$ cat src/rtl/data_mem_responder.sv
// rtl/data_mem_responder.sv - multi-cycle data-memory responder with stall/done handshake
// Single outstanding request; word-addressed 16-bit array, fixed BUSY latency.

module data_mem_responder #(
   parameter int DEPTH_LOG2 = 8,
   parameter int LATENCY    = 2
) (
   input  logic        clk,
   input  logic        rst,
   input  logic        rd,
   input  logic        wr,
   input  logic [15:0] addr,
   input  logic [15:0] data_in,
   output logic [15:0] data_out,
   output logic        stall,
   output logic        done,
   output logic        err
);

   typedef enum logic [1:0] {
      IDLE = 2'd0,
      BUSY = 2'd1,
      DONE = 2'd2
   } state_t;

   localparam logic [3:0] CNT_INIT = 4'(LATENCY - 1);

   state_t                state_q, state_d;
   logic [3:0]            cnt_q, cnt_d;
   logic                  rd_q, rd_d;
   logic                  wr_q, wr_d;
   logic                  ill_q, ill_d;
   logic [DEPTH_LOG2-1:0] idx_q, idx_d;
   logic [15:0]           wdata_q, wdata_d;
   logic [15:0]           dout_q, dout_d;
   logic                  mem_we;
   logic [15:0]           mem_q [2**DEPTH_LOG2];

   // Upper address bits alias onto the array by design.
   logic unused_addr_hi;
   assign unused_addr_hi = ^addr[15:DEPTH_LOG2+1];

   always_comb begin
      state_d = state_q;
      cnt_d   = cnt_q;
      rd_d    = rd_q;
      wr_d    = wr_q;
      ill_d   = ill_q;
      idx_d   = idx_q;
      wdata_d = wdata_q;
      dout_d  = dout_q;
      mem_we  = 1'b0;
      case (state_q)
         IDLE: begin
            if (rd || wr) begin
               rd_d    = rd;
               wr_d    = wr;
               idx_d   = addr[DEPTH_LOG2:1];
               wdata_d = data_in;
               ill_d   = (rd && wr) || addr[0];
               cnt_d   = CNT_INIT;
               state_d = BUSY;
            end
         end
         BUSY: begin
            if (cnt_q == 4'd0) begin
               state_d = DONE;
               mem_we  = wr_q && !ill_q;
               if (rd_q && !ill_q) begin
                  dout_d = mem_q[idx_q];
               end
            end else begin
               cnt_d = cnt_q - 4'd1;
            end
         end
         DONE: begin
            state_d = IDLE;
         end
         default: begin
            state_d = IDLE;
         end
      endcase
   end

   always_ff @(posedge clk) begin
      if (!rst) begin
         state_q <= IDLE;
         cnt_q   <= 4'd0;
         rd_q    <= 1'b0;
         wr_q    <= 1'b0;
         ill_q   <= 1'b0;
         idx_q   <= '0;
         wdata_q <= 16'd0;
         dout_q  <= 16'd0;
      end else begin
         state_q <= state_d;
         cnt_q   <= cnt_d;
         rd_q    <= rd_d;
         wr_q    <= wr_d;
         ill_q   <= ill_d;
         idx_q   <= idx_d;
         wdata_q <= wdata_d;
         dout_q  <= dout_d;
      end
   end

   // Array is not reset; a reset landing on the commit edge drops the write.
   always_ff @(posedge clk) begin
      if (rst && mem_we) begin
         mem_q[idx_q] <= wdata_q;
      end
   end

   assign stall    = (state_q == BUSY);
   assign done     = (state_q == DONE);
   assign err      = (state_q == DONE) && ill_q;
   assign data_out = dout_q;

endmodule

$ cat config.mk
export PLATFORM = sky130hd
export DESIGN_NAME = data_mem_responder
export DESIGN_NICKNAME = d
export VERILOG_FILES = /design/src/rtl/data_mem_responder.sv
export SDC_FILE = /design/constraint.sdc
export NUM_CORES = 2
export LEC_CHECK = 0
export ABC_AREA = 1
export CAP_MARGIN = 10
export CORE_ASPECT_RATIO = 0.6
export CORE_MARGIN = 8
export CORE_UTILIZATION = 41
export DETAILED_ROUTE_END_ITERATION = 10
export MAX_ROUTING_LAYER = met4
export PLACE_DENSITY_LB_ADDON = 0.05
export SETUP_SLACK_MARGIN = 0.2
export SYNTH_ARGS = -nofsm -noshare
export SYNTH_HDL_FRONTEND = slang
export SYNTH_SLANG_ARGS = --single-unit
$ cat constraint.sdc
create_clock -name clk -period 9.33 [get_ports clk]
set_clock_uncertainty 0.15 [all_clocks]
set_input_delay 1.866 -clock clk [delete_from_list [all_inputs] [get_ports clk]]
set_output_delay 1.866 -clock clk [all_outputs]
set_load 0.05 [all_outputs]
# == Yosys cells after proc, flatten, opt, wreduce, memory -nomap -nowiden ==
# Memories as Yosys holds them, arrays and structs flattened. A register that Yosys moved wholly into a read port is not among the register bits.
# Index checks and enable logic that the tools add are counted.
# op_classes
add_sub_neg,1
eq_ne,5
n_mux,10
n_reduce_logical,16
# op_table
operator,n
4-bit 2-to-1 mux,2
4-bit one-hot mux with 2 select lines,1
3-bit AND reduction,2
1-bit logical AND,5
4-bit zero test,1
1-bit 2-to-1 mux,4
2-bit 2-to-1 mux,2
"2-bit != test, second input constant",2
2-bit one-hot mux with 2 select lines,1
2-bit AND reduction,2
"4-bit by 1-bit subtractor with 4-bit output, second input constant",1
"2-bit by 1-bit equality test with 1-bit output, second input constant",1
"2-bit equality test, second input constant",1
1-bit zero test,2
2-bit zero test,1
1-bit logical OR,2
"2-bit by 1-bit != test with 1-bit output, second input constant",1
2-bit nonzero test,1
# word_totals
ff_bits,33
mem_bits_rw,4096
inputBits,36
out_inout_bits,19
elab_cells,40
mem_count,1
# mem_list
name,words,word_bits,read_ports,rd_ports_with_merged_regs,write_ports,line_no,rtl
mem_q,256,16,1,1,1,37,logic [15:0] mem_q [2**DEPTH_LOG2];

# == Longest topological paths before layout ==
# depth
ltp_word,7
depth_mapped,19
mapped_depth_nobuf,15

# == Least setup slack after synthesis ==
# Ideal clock, no wire load.
# synth_path
kind,reg-to-reg
startpoint,register wdata_q[0]
endpoint,memory mem_q[0][0] (data pin)
setup_time_ps,856
t_arrival_ps,3398
required_time_ps,8324
setup_slack_ps,4927
stages_incl_launch_ff,1
n_path_buf,0
period_less_slack_ps,4403
cell_sequence,dfxtp_1
# synth_lines
element,line_no,rtl
"start, declared",34,"logic [15:0] wdata_q, wdata_d;"
"start signal, assigned",102,wdata_q <= wdata_d;
"end, declared",37,
# Straight into the memory's write port.

# == Worst setup path after layout ==
# layout_path
startpoint,input port rst
endpoint,"memory mem_q[215][9], enable pin"
# layout_via
elab_chain_len,3
# layout_lines
element,line_no,rtl
"start, declared",9,"input logic rst,"
1-bit logical AND,109,if (rst && mem_we) begin
1-bit 2-to-1 mux,109,
1-bit 2-to-1 mux (not written as such),110,mem_q[idx_q] <= wdata_q;
# No other way between the ends.

==> summary.md <==
| Metric | Value |
|---|---|
| Status | `finished, final reports clean` |
| End of the critical path | `mem_q[215][9]` |
| Cell area after synthesis | `0.166 mm²` |
| Fillers | `36,723` |
| Slew Limit Fails | `0` |
| MaxCap Viol Count | `0` |
| Remaining DRCs | `0` |
| Crit path launch type | `input port` |
| Met2 usage | `35.7%` |
| Synth warn | `0` |
| GPL Wtd Cong | `0.874` |
| Slowest-stage cell, CP | `nor2_2` |
| Worst Path Required | `9.73 ns` |
| Initial DRT Pass Iterations | `6` |
| Total wire length | `547,000 µm` |
| Sw Share | `28.3%` |
| Multi-input logic area | `0.0390 mm²` |
| Unrepaired setup endpoints after global routing | `no` |
| Final Hold Fails | `0` |
| Bufs on Longest Clock Path | `4` |
| Hold Buf Count CTS | `0` |
| Worst slew margin | `13.8%` |
| Crit Reg-Reg Endpoint | `data_out[9]` |
| FP Rows | `181` |
| IO Count | `55` |
| Port Buffers | `47` |
| Seq pwr share | `48.2%` |
| Met1 usage | `38.9%` |
| Period utilization | `61.3%` |
| Minimum clock period | `5.72 ns` |
| Clk slew on worst S/H paths | `0.06 ns` |
| Clk root buf | `clkbuf_16` |
| Power Dens Cells | `236 mW/mm²` |
| FF-to-FF path depth | `16` |
| CP Depth | `6` |
| Crit-path max cell delay | `0.81 ns` |
| Comb pwr share | `14.2%` |
| Layout Nets | `15,016` |
| Design Power | `0.0442 W` |
| Met3 Usage GRT | `5.45%` |
| CTS tree | `done` |
| Total grt overflow | `0` |
| Reg area | `0.124 mm²` |
| Core Util, Final | `46.3%` |
| H-tree levels | `5` |
| VDD IR max | `0.173 mV` |
| Clock power share | `37.6%` |
| Number of global-route vias before repair | `103,439` |
| CP cell instances | `buf_2, nand3_1, nor2_1, nand2_2, buf_4, nor2_2` |
| Worst path bufs/invs | `2` |
| Max Fclk | `175 MHz` |
| FF-to-FF setup slack | `3.97 ns` |
| Post-synthesis sequential area ratio | `74.5%` |
| Routed vias | `109,699` |
| DP Wirelength | `319,000 µm` |
| Syn_area_per_cell | `11.2 µm²` |
| Final setup fails | `0` |
| Setup Crit Path Kind | `in -> reg` |
| Initial antenna violation count | `43` |
| Crit path max fanout | `48` |
| CP Data Arrival Time | `6.12 ns` |
| First-pass GRT wire length | `772,000 µm` |
| Post-CTS Setup Inserts | `0` |
| Syn-to-layout area delta | `12.6%` |
| FF-to-FF Start | `idx_q[0]` |
| Min-delay worst type | `reg -> reg` |
| Die Y | `509 µm` |
| Final TNS setup | `0 ns` |
| Global Route Usage Sum | `25.7%` |
| Clock sink total | `4,145` |
| Net Sw Power | `0.0125 W` |
| Post-Syn Instances | `14,849` |
| CTS buffer count | `402` |
| Mapped Nets | `14,887` |
| DIE AREA | `0.427 mm²` |
| Final ANT Viol Nets | `0` |
| Core area | `0.404 mm²` |
| Worst setup EP type | `register` |
| Largest net degree at the start of global routing | `145` |
| Routed len/inst | `26.4 µm` |
| Int Pwr | `0.0317 W` |
| Vias per inst | `5.29` |
| Worst skew pair latency | `0.97 ns` |
| Static leakage power | `70.9 nW` |
| Post-CTS sizing | `0` |
| CP delay by family, top | `simple AND/OR/NAND/NOR gates` |
| 1st-iter DRT viols | `13,318` |
| Starting Density | `41.1%` |
| Seq cells post-synth | `4,145` |
| Die W | `838 µm` |
| Layout cell share with drive strength beyond 1 | `7.16%` |
| Yosys cell types | `28` |
| CP startpoint | `rst` |
| Grt peak-use layer | `met1` |
| Actual slew at the worst max-slew pin | `1.29 ns` |
stage by stage:
step | setup WS, ns | instance area [µm²] | hold slack [ns] | cells
global route | 3.59 | 187000 | 0.385 | 20717
CTS | 3.63 | 187000 | 0.356 | 20710
floorplan | 4.93 | 166000 | 0.305 | 14849
detailed placement | 2.60 | 174000 | 0.331 | 19969
global placement | 2.67 | 174000 | 0.333 | 19969
finish | 3.61 | 187000 | 0.356 | 20728
worst min path at each step:
stage | depth (start not counted) | endpoint | slack [ns] | start
2_1_floorplan | 2 | rd_q | 0.31 | rd_q
3_3_place_gp | 2 | rd_q | 0.33 | rd_q
3_5_place_dp | 2 | rd_q | 0.33 | rd_q
4_1_cts | 2 | rd_q | 0.36 | rd_q
5_1_grt | 2 | rd_q | 0.39 | rd_q
6_report | 2 | rd_q | 0.36 | rd_q
Yosys cell counts, drive strengths merged:
master	number	area [µm²]
and2	1	6.26
edfxtp	4096	123000
o21ai	278	1390
o31ai	1	7.51
nand2	7963	29900
nor3	6	45.0
ha	2	25.0
nand4	232	1450
nand3	254	1270
buf	483	2280
a22oi	24	180
inv	33	126
and3	1	6.26
nor2	923	3500
clkbuf	281	1050
a21oi	218	1090
clkinv	4	15.0
dfxtp	49	981
power groups by stage:
stage               registers, W  clock network (W)  logic (W)
floorplan                 0.0220                  0    0.00297
global placement          0.0217                  0    0.00619
detailed placement        0.0217                  0    0.00621
CTS                       0.0213             0.0169    0.00622
global route              0.0213             0.0176    0.00677
finish                    0.0213             0.0166    0.00626
layer usage:
layer	vias up	wire length, µm
met5	-	0
met4	0	11100
met3	624	50700
met2	4310	226000
met1	54735	259000
li1	50030	-
placed cells by master, fill, tap and decap left out, types with 79 or more instances in the layout:
master	synthesis	routed
o21ai_1	86	85
buf_4	6	409
a21oi_1	218	218
nor2_1	918	889
clkinv_2	0	79
edfxtp_1	4096	4096
o21ai_0	192	192
nand3_1	254	254
nand2_1	7963	7945
clkinv_1	4	102
clkbuf_16	0	409
nand4_1	232	232
state kept, by name, indices dropped and copies added (netlist names):
signal	cells
rd_q	1
wdata_q	16
state_q	2
cnt_q	4
idx_q	8
data_out	16
wr_q	1
mem_q	4096
ill_q	1
area by class of cell:
type,count,area share (%)
antenna,15,0.0200
clock buffer,481,5.62
clock inverter,260,1.38
inverter,37,0.0948
multi-input combinational,9903,20.8
sequential,4145,66.2
tap,5398,3.61
timing repair buffer,489,2.23
logic make-up after synthesis:
kind of cell               Yosys count  share of synthesized area [%]
and+or+nand+nor                   9380                           21.7
AOI/OAI and AO/OA                  521                           1.61
DFF                               4145                           74.5
adders and majority gates            2                         0.0150
buffers and inverters              801                           2.09
worst register-to-register path: cells and delay by family (launching register included):
kind,cells,cell delay (ns)
DFF,1,0.49
AOI/OAI and AO/OA,1,0.86
and+or+nand+nor,12,2.77
buffers and inverters,3,0.96
No activity file was read; power rests on OpenSTA's default activity.
